### src/rtl/mul_acc_if.sv
// Product-in / sum-out handshake bundle for mul_product_accumulator.
// Both ports are valid/ready: a transfer happens on a rising edge where valid && ready.
interface mul_acc_if #(
  parameter int PROD_W = 32,
  parameter int ACC_W  = 40
);
  logic [PROD_W-1:0] prod_in;
  logic              prod_valid;
  logic              prod_ready;
  logic [ACC_W-1:0]  acc_out;
  logic              acc_valid;
  logic              acc_ready;
  logic              overflow;

  // The accumulator is the slave on both channels (it sinks products and offers sums).
  modport slave (
    input  prod_in, prod_valid, acc_ready,
    output prod_ready, acc_out, acc_valid, overflow
  );

  modport master (
    output prod_in, prod_valid, acc_ready,
    input  prod_ready, acc_out, acc_valid, overflow
  );
endinterface

### src/rtl/mul_product_accumulator.sv
// Sums blocks of block_len multiplier products and offers each sum on a valid/ready port.
// Define MUL_ACC_SAT_EN to saturate the sum on carry-out instead of wrapping modulo 2^ACC_W.
module mul_product_accumulator #(
  parameter int PROD_W = 32,
  parameter int ACC_W  = 40,
  parameter int CNT_W  = 8
) (
  input  logic             clk,
  input  logic             rst_n,
  input  logic             clear,
  input  logic [CNT_W-1:0] block_len,
  output logic             busy,
  output logic [1:0]       state_o,
  mul_acc_if.slave         bus
);

  typedef enum logic [1:0] {
    IDLE  = 2'd0,
    ACCUM = 2'd1,
    HOLD  = 2'd2
  } state_t;

  state_t           state_q, state_d;
  logic [ACC_W-1:0] acc_q, acc_d;
  logic [CNT_W:0]   cnt_q, cnt_d;
  logic [CNT_W-1:0] len_q, len_d;
  logic             ovf_q, ovf_d;

  logic             accept;
  logic [ACC_W:0]   sum_w;
  logic [CNT_W:0]   cnt_inc;

  // A length of 0 stands for 2^CNT_W, hence the extra counter bit.
  function automatic logic [CNT_W:0] eff_len(input logic [CNT_W-1:0] l);
    return (l == '0) ? {1'b1, {CNT_W{1'b0}}} : {1'b0, l};
  endfunction

  assign bus.prod_ready = (state_q != HOLD) && !clear;
  assign accept         = bus.prod_valid && bus.prod_ready;
  assign sum_w          = {1'b0, acc_q} + (ACC_W + 1)'(bus.prod_in);
  assign cnt_inc        = cnt_q + (CNT_W + 1)'(1);

  assign bus.acc_out    = acc_q;
  assign bus.acc_valid  = (state_q == HOLD);
  assign bus.overflow   = ovf_q;
  assign busy           = (state_q != IDLE);
  assign state_o        = state_q;

  always_comb begin
    state_d = state_q;
    acc_d   = acc_q;
    cnt_d   = cnt_q;
    len_d   = len_q;
    ovf_d   = ovf_q;
    if (clear) begin
      state_d = IDLE;
      acc_d   = '0;
      cnt_d   = '0;
      ovf_d   = 1'b0;
    end else begin
      case (state_q)
        IDLE: begin
          if (accept) begin
            acc_d   = ACC_W'(bus.prod_in);
            cnt_d   = (CNT_W + 1)'(1);
            len_d   = block_len;
            ovf_d   = 1'b0;
            state_d = (eff_len(block_len) == (CNT_W + 1)'(1)) ? HOLD : ACCUM;
          end
        end
        ACCUM: begin
          if (accept) begin
`ifdef MUL_ACC_SAT_EN
            acc_d = sum_w[ACC_W] ? {ACC_W{1'b1}} : sum_w[ACC_W-1:0];
`else
            acc_d = sum_w[ACC_W-1:0];
`endif
            cnt_d = cnt_inc;
            ovf_d = ovf_q | sum_w[ACC_W];
            if (cnt_inc == eff_len(len_q)) state_d = HOLD;
          end
        end
        HOLD: begin
          if (bus.acc_ready) state_d = IDLE;
        end
        default: state_d = IDLE;
      endcase
    end
  end

  always_ff @(posedge clk or negedge rst_n) begin
    if (!rst_n) begin
      state_q <= IDLE;
      acc_q   <= '0;
      cnt_q   <= '0;
      len_q   <= '0;
      ovf_q   <= 1'b0;
    end else begin
      state_q <= state_d;
      acc_q   <= acc_d;
      cnt_q   <= cnt_d;
      len_q   <= len_d;
      ovf_q   <= ovf_d;
    end
  end

endmodule

### src/flat_wrapper.sv
// flat-port wrapper written by rule: the top's interface ports become plain ports
module mul_product_accumulator_flat 
#(
  parameter int PROD_W = 32,
  parameter int ACC_W  = 40,
  parameter int CNT_W  = 8
)
  (clk, rst_n, clear, block_len, busy, state_o, bus_prod_in, bus_prod_valid, bus_acc_ready, bus_prod_ready, bus_acc_out, bus_acc_valid, bus_overflow);
  mul_acc_if #(.PROD_W(PROD_W), .ACC_W(ACC_W)) bus_i ();
  input  logic clk;
  input  logic rst_n;
  input  logic clear;
  input  logic [CNT_W-1:0] block_len;
  output logic busy;
  output logic [1:0] state_o;
  input wire logic [$bits(bus_i.prod_in)-1:0] bus_prod_in;
  input wire logic [$bits(bus_i.prod_valid)-1:0] bus_prod_valid;
  input wire logic [$bits(bus_i.acc_ready)-1:0] bus_acc_ready;
  output wire logic [$bits(bus_i.prod_ready)-1:0] bus_prod_ready;
  output wire logic [$bits(bus_i.acc_out)-1:0] bus_acc_out;
  output wire logic [$bits(bus_i.acc_valid)-1:0] bus_acc_valid;
  output wire logic [$bits(bus_i.overflow)-1:0] bus_overflow;
  assign bus_i.prod_in = bus_prod_in;
  assign bus_i.prod_valid = bus_prod_valid;
  assign bus_i.acc_ready = bus_acc_ready;
  assign bus_prod_ready = bus_i.prod_ready;
  assign bus_acc_out = bus_i.acc_out;
  assign bus_acc_valid = bus_i.acc_valid;
  assign bus_overflow = bus_i.overflow;
  mul_product_accumulator #(.PROD_W(PROD_W), .ACC_W(ACC_W), .CNT_W(CNT_W)) u_core (.clk(clk), .rst_n(rst_n), .clear(clear), .block_len(block_len), .busy(busy), .state_o(state_o), .bus(bus_i));
endmodule
### config.mk
export PLATFORM = sky130hd
export DESIGN_NAME = mul_product_accumulator_flat
export DESIGN_NICKNAME = d
export VERILOG_FILES = /design/src/rtl/mul_acc_if.sv /design/src/rtl/mul_product_accumulator.sv /design/src/flat_wrapper.sv
export SDC_FILE = /design/constraint.sdc
export NUM_CORES = 1
export LEC_CHECK = 0
export CORE_MARGIN = 2
export CORE_UTILIZATION = 50
export CTS_CLUSTER_DIAMETER = 150
export DETAILED_ROUTE_END_ITERATION = 6
export PLACE_DENSITY = 0.85
export SETUP_SLACK_MARGIN = 0.2
export SLEW_MARGIN = 10
export SYNTH_ARGS = -nofsm -noshare
export SYNTH_HDL_FRONTEND = slang
export SYNTH_SLANG_ARGS = --single-unit
### constraint.sdc
create_clock -name clk -period 3.4 [get_ports clk]
set_clock_uncertainty 0.2 [all_clocks]
set_input_delay 0.68 -clock clk [delete_from_list [all_inputs] [get_ports clk]]
set_output_delay 0.68 -clock clk [all_outputs]
set_load 0.05 [all_outputs]
### Word-level counts from Yosys, hierarchy flattened

Index checks and enable logic that the tools add are counted.

| word-level totals | value |
|---|---|
| flip-flop bits (word level) | 60 |
| word-level logic and storage cells | 50 |

| operators by class | value |
|---|---|
| add/sub/neg operators | 2 |
| equal/unequal tests | 9 |
| mux-type cells | 21 |
| bitwise operators | 2 |
| reductions and logical operators | 11 |

Operators by type and width:

| kind | count |
|---|---|
| 40-bit 2-to-1 mux | 3 |
| 40-bit one-hot mux with 2 select lines | 1 |
| 9-bit 2-to-1 mux | 5 |
| 40-bit by 32-bit adder with 41-bit output | 1 |
| 9-bit one-hot mux with 2 select lines | 1 |
| 8-bit logical NOT | 2 |
| 2-bit 2-to-1 mux | 6 |
| 9-bit by 1-bit adder with 9-bit output, second input constant | 1 |
| 9-bit by 1-bit == test with 1-bit output, second input constant | 1 |
| 9-bit == test | 1 |
| 3-bit by 2-bit != test with 1-bit output, second input constant | 3 |
| 2-bit one-hot mux with 3 select lines | 1 |
| 3-bit AND reduction | 2 |
| 4-bit AND reduction | 1 |
| 1-bit 2-to-1 mux | 3 |
| 3-bit != test, second input constant | 1 |
| 3-bit nonzero test | 1 |
| 2-bit by 1-bit == test with 1-bit output, second input constant | 1 |
| 2-bit == test, second input constant | 1 |
| 1-bit logical AND | 2 |
| 2-bit logical NOT | 1 |
| 2-bit != test, second input constant | 1 |
| 1-bit one-hot mux with 2 select lines | 1 |
| 2-bit nonzero test | 1 |
| other kinds (3) | 3 |

### Depth between registers and ports, before layout

| logic depth | value |
|---|---|
| depth after elaboration | 7 |
| depth in mapped cells | 12 |
| depth with buffers taken out | 12 |

### Worst setup path after synthesis

OpenSTA, ideal clock, no wires.

| timing path | value |
|---|---|
| path kind | register -> register |
| from | register u_core.acc_q[0] (netlist: u_core.bus.acc_out[0]) |
| to | register u_core.acc_q[38] (netlist: u_core.bus.acc_out[38]) |
| setup time | 0.072 ns |
| arrival | 2.971 ns |
| data required time | 3.128 ns |
| slack | 0.156 ns |
| stages on the path, launching flop included | 13 |
| buffers on the path | 0 |
| period minus slack after synthesis | 3.244 ns |
| cell sequence | dfrtp_1 > ha_1 > inv_1 > fa_1 > and2b_1 > o2111ai_2 > a21oi_2 > o211ai_2 > o2111a_2 > o31ai_4 > nand3_1 > xor2_1 > nor2_1 |

| on the way | value |
|---|---|
| word-level cells in the longest chain between the ends | 4 |

RTL lines:

| what | line | RTL |
|---|---|---|
| from (decl) | mul_product_accumulator.sv:24 | `logic [ACC_W-1:0] acc_q, acc_d;` |
| from (signal assigned) | mul_product_accumulator.sv:94 | `acc_q <= '0;` |
| from (signal assigned) | mul_product_accumulator.sv:100 | `acc_q <= acc_d;` |
| 40-bit by 32-bit adder with 41-bit output | mul_product_accumulator.sv:40 | `assign sum_w = {1'b0, acc_q} + (ACC_W + 1)'(bus.prod_in);` |
| 40-bit 2-to-1 mux | mul_product_accumulator.sv:72 | `if (accept) begin` |
| 40-bit one-hot mux with 2 select lines | mul_product_accumulator.sv:61 | `case (state_q)` |
| 40-bit 2-to-1 mux | mul_product_accumulator.sv:55 | `if (clear) begin` |

No other way between the ends. The select of a mux whose other input is x is not followed.
A chain may end at the register's enable or synchronous reset.

### Worst setup path after layout

| timing path | value |
|---|---|
| from | input bus_prod_in[10] |
| to | register u_core.acc_q[39] (netlist: u_core.bus.acc_out[39]) |

| on the way | value |
|---|---|
| word-level cells in the longest chain between the ends | 4 |

RTL lines:

| what | line | RTL |
|---|---|---|
| from (decl) | flat_wrapper.sv:16 | `input wire logic [$bits(bus_i.prod_in)-1:0] bus_prod_in;` |
| 40-bit by 32-bit adder with 41-bit output | mul_product_accumulator.sv:40 |  |
| 40-bit 2-to-1 mux | mul_product_accumulator.sv:72 |  |
| 40-bit one-hot mux with 2 select lines | mul_product_accumulator.sv:61 |  |
| 40-bit 2-to-1 mux | mul_product_accumulator.sv:55 |  |

No other way between the ends. The select of a mux whose other input is x is not followed.

==> summary.md <==
| Metric | Value |
|---|---|
| Pwr dens | 579 nW/um^2 |
| Post-layout minimum cycle time | 3.15 ns |
| Final sum of negative setup slack | 0 ns |
| Total DRC errors in the routed layout | 0 |
| Synth Net Count | 610 |
| Ports placed on the boundary | 91 |
| Initial cell density of the core | 51.9% |
| Number of enable-type register cells in the synthesized netlist | 0 |
| Number of library cell types mapped by synthesis | 62 |
| Flip-flop and latch area | 1500 um^2 |
| Overall overflow remaining after global route | 0 |
| Synth Flop Type | sky130_fd_sc_hd__dfrtp_1 |
| Die Area | 9880 um^2 |
| Deepest level of the CTS H-tree | 3 |
| Post-placement setup slack | -0.477 ns |
| Number of antenna violations at the first check in global routing | 0 |
| Total global-route track usage | 28.4% |
| Worst Setup Start Kind | primary input |
| CTS hold repair buffers | 0 |
| Crit path max fanout | 7 |
| DRT Pass-1 Iters | 5 |
| Fillcell total | 611 |
| Vias in the first global route | 4898 |
| Hold Path Class | primary input to asynchronous set/reset pin |
| CP arrival | 3.24 ns |
| CTS tree | built |
| Final hold vios | 0 |
| Wire per inst | 18.4 um |
| Fraction of synthesis flops using an asynchronous set or reset pin | 100% |
| Final critical-path share of the clock period | 92.7% |
| Maximum clock frequency | 0.317 GHz |
| Number of nets in the layout | 757 |
| Static power due to leakage | 2.90 nW |
| Core region area | 8760 um^2 |
| Synthesized instance count | 531 |
| Drt total wl | 14.5 mm |
| Worst EP required | 3.49 ns |
| Count of nets left with antenna violations after detail routing | 0 |
| Number of pins exceeding their max-slew limit in the final report | 0 |
| Vias per inst | 6.23 |
| Critical Path Sink Type | flip-flop |
| Clock-pin slew of the registers on the worst-case setup and hold paths | 0.08 ns |
| Relative slew slack | 56.1% |
| Vias post-DR | 4928 |
| Count of maximum capacitance violations | 0 |
| Root buffer cell | sky130_fd_sc_hd__clkbuf_8 |
| Worst IR Drop VDD | 268 uV |
| Final core occ | 73.8% |
| CTS Sinks | 60 |
| Ant. Diodes | 0 |
| Unrepaired setup endpoints after global routing | true |
| Hold WS | 0.144 ns |
| Leading post-synthesis cells by instance count | sky130_fd_sc_hd__dfrtp_1 (60), sky130_fd_sc_hd__o21ai_0 (59), sky130_fd_sc_hd__nand2_1 (54) |
| Dpl hpwl | 9.90 mm |
| Wire length of the first global-routing pass | 22.7 mm |
| Leading post-synthesis cells by cell area | sky130_fd_sc_hd__dfrtp_1 (33%), sky130_fd_sc_hd__ha_1 (9.1%), sky130_fd_sc_hd__o21ai_0 (6.5%) |
| Worst Tran Pin Value | 0.659 ns |
| Last weighted congestion value of the routability-driven placer | 0.931 |
| Number of standard-cell rows in the floorplan | 34 |
| Synthesis-to-finish area growth | 42.2% |
| Post-synthesis register bit count | 60 |
| Cell area after synthesis | 4550 um^2 |
| WS Path Type | primary input to flip-flop |
| Vert. Die Dim | 99.4 um |
| Post-DP Area | 5920 um^2 |
| Num CTS Buffers | 9 |
| First DRT Iteration DRCs | 382 |
| Area fraction of the dominant cell type after synthesis | 33.0% |
| Area of combinational cells with multiple inputs | 3110 um^2 |
| Final worst slack | 0.249 ns |
| Final-report setup violation count | 0 |
| Mapped Avg Cell Area | 8.57 um^2 |
| Insertion delay of the later-clocked pin in the worst-skew pair | 0.36 ns |
| Sequential element share of the synthesized area | 33.0% |
| Most area-hungry cell type in the Yosys netlist | sky130_fd_sc_hd__dfrtp_1 |
| Synth Warn # | 0 |
| Layout cells sized above 1 | 19.8% |
| Layout Cell Area excl Fill | 6470 um^2 |
| X dimension of the die | 99.4 um |
| Worst-case clock buffer depth | 2 |
| Result of the run | finished, final reports clean |
| Most instantiated library cell after synthesis | sky130_fd_sc_hd__dfrtp_1 |
| IO Port Bufs | 90 |
| Pin count of the biggest net entering global routing | 47 |
## path summary, 6_finish.rpt
check	start	to	slack (ns)	cells after the start
hold / removal	rst_n	u_core.bus.acc_out[13]	0.14	1
min in group clk	u_core.bus.overflow	u_core.bus.overflow	0.33	2
setup / recovery	bus_prod_in[10]	u_core.bus.acc_out[39]	0.25	11
max in group asynchronous	rst_n	u_core.bus.acc_out[23]	2.03	2
setup reg to reg	u_core.bus.acc_out[0]	u_core.bus.acc_out[36]	0.46	12
hold reg to reg	u_core.bus.overflow	u_core.bus.overflow	0.33	2
## what timing repair did
| item | CTS | global route |
|---|---|---|
| setup endpoints to repair | 17 | 18 |
| gates resized for setup | 7 | 33 |
| pin swaps | 11 | 21 |
| buffers inserted | 2 | 9 |
## cells in the final DEF, fill, tap and decap left out, types with 9 or more instances in the layout
cell type and n:
sky130_fd_sc_hd__xnor2_1 24, sky130_fd_sc_hd__a21o_1 16, sky130_fd_sc_hd__nor2b_1 9, sky130_fd_sc_hd__nor2_1 35, sky130_fd_sc_hd__a22oi_1 10, sky130_fd_sc_hd__clkdlybuf4s50_1 79, sky130_fd_sc_hd__ha_1 23, sky130_fd_sc_hd__clkbuf_8 9
sky130_fd_sc_hd__nand3_1 11, sky130_fd_sc_hd__nand2_1 54, sky130_fd_sc_hd__buf_4 67, sky130_fd_sc_hd__a22o_1 10, sky130_fd_sc_hd__a21oi_2 9, sky130_fd_sc_hd__a21oi_1 44, sky130_fd_sc_hd__o21ai_0 55, sky130_fd_sc_hd__xor2_1 19
sky130_fd_sc_hd__dfrtp_1 59, sky130_fd_sc_hd__inv_1 13, sky130_fd_sc_hd__mux2_2 9
## area by class of cell
| cell class | instances | share of cell area, % |
|---|---|---|
| clock buffers | 9 | 1.91 |
| repair buffers | 156 | 21.8 |
| multi-input cells | 438 | 48.0 |
| clock inverters | 7 | 2.26 |
| flip-flops and latches | 60 | 23.2 |
| inverters | 13 | 0.754 |
| well taps | 108 | 2.09 |
## routing by layer
layer,wire (um),vias up,track usage [%]
li1,-,2248,-
met1,5940,2396,34.9
met2,7130,234,48.7
met3,963,50,5.62
met4,478,0,12.0
met5,0,-,0
## stage by stage
stage / power (W) / std cells
5_1_grt: 0.00393 / 791
2_1_floorplan: 0.00210 / 531
4_1_cts: 0.00364 / 782
3_3_place_gp: 0.00266 / 764
3_5_place_dp: 0.00271 / 764
6_report: 0.00375 / 791
## worst max-delay path, cell delays in order
cell and delay (ns):
sky130_fd_sc_hd__clkdlybuf4s50_1 0.44, sky130_fd_sc_hd__ha_2 0.40, sky130_fd_sc_hd__nand3_2 0.10, sky130_fd_sc_hd__a211o_1 0.34
sky130_fd_sc_hd__buf_4 0.17, sky130_fd_sc_hd__a211oi_4 0.26, sky130_fd_sc_hd__o21ai_2 0.14, sky130_fd_sc_hd__nand4_2 0.14
sky130_fd_sc_hd__nand2_4 0.09, sky130_fd_sc_hd__or3_4 0.37, sky130_fd_sc_hd__a21oi_2 0.12
## cells by family after synthesis
kind of cell    count (synthesis)  synth area share (%)
compound gates                195                  27.3
mux                            10                  2.45
buf+inv                        33                  2.80
simple gates                  156                  16.6
fa+ha+maj                      34                  9.51
xor+xnor                       43                  8.28
flops                          60                  33.0
## state kept, by name, summed over array words and instances, names as in the netlist
| register | count |
|---|---|
| u_core.len_q | 8 |
| u_core.bus.overflow | 1 |
| u_core.state_o | 2 |
| u_core.cnt_q | 9 |
| u_core.bus.acc_out | 40 |
## report_power, final
| part | switching (W) | internal (W) |
|---|---|---|
| combinational | 0.00108 | 0.000792 |
| clock | 0.000335 | 0.000567 |
| sequential | 0.000147 | 0.000829 |
(Power assumes the default switching activity.)
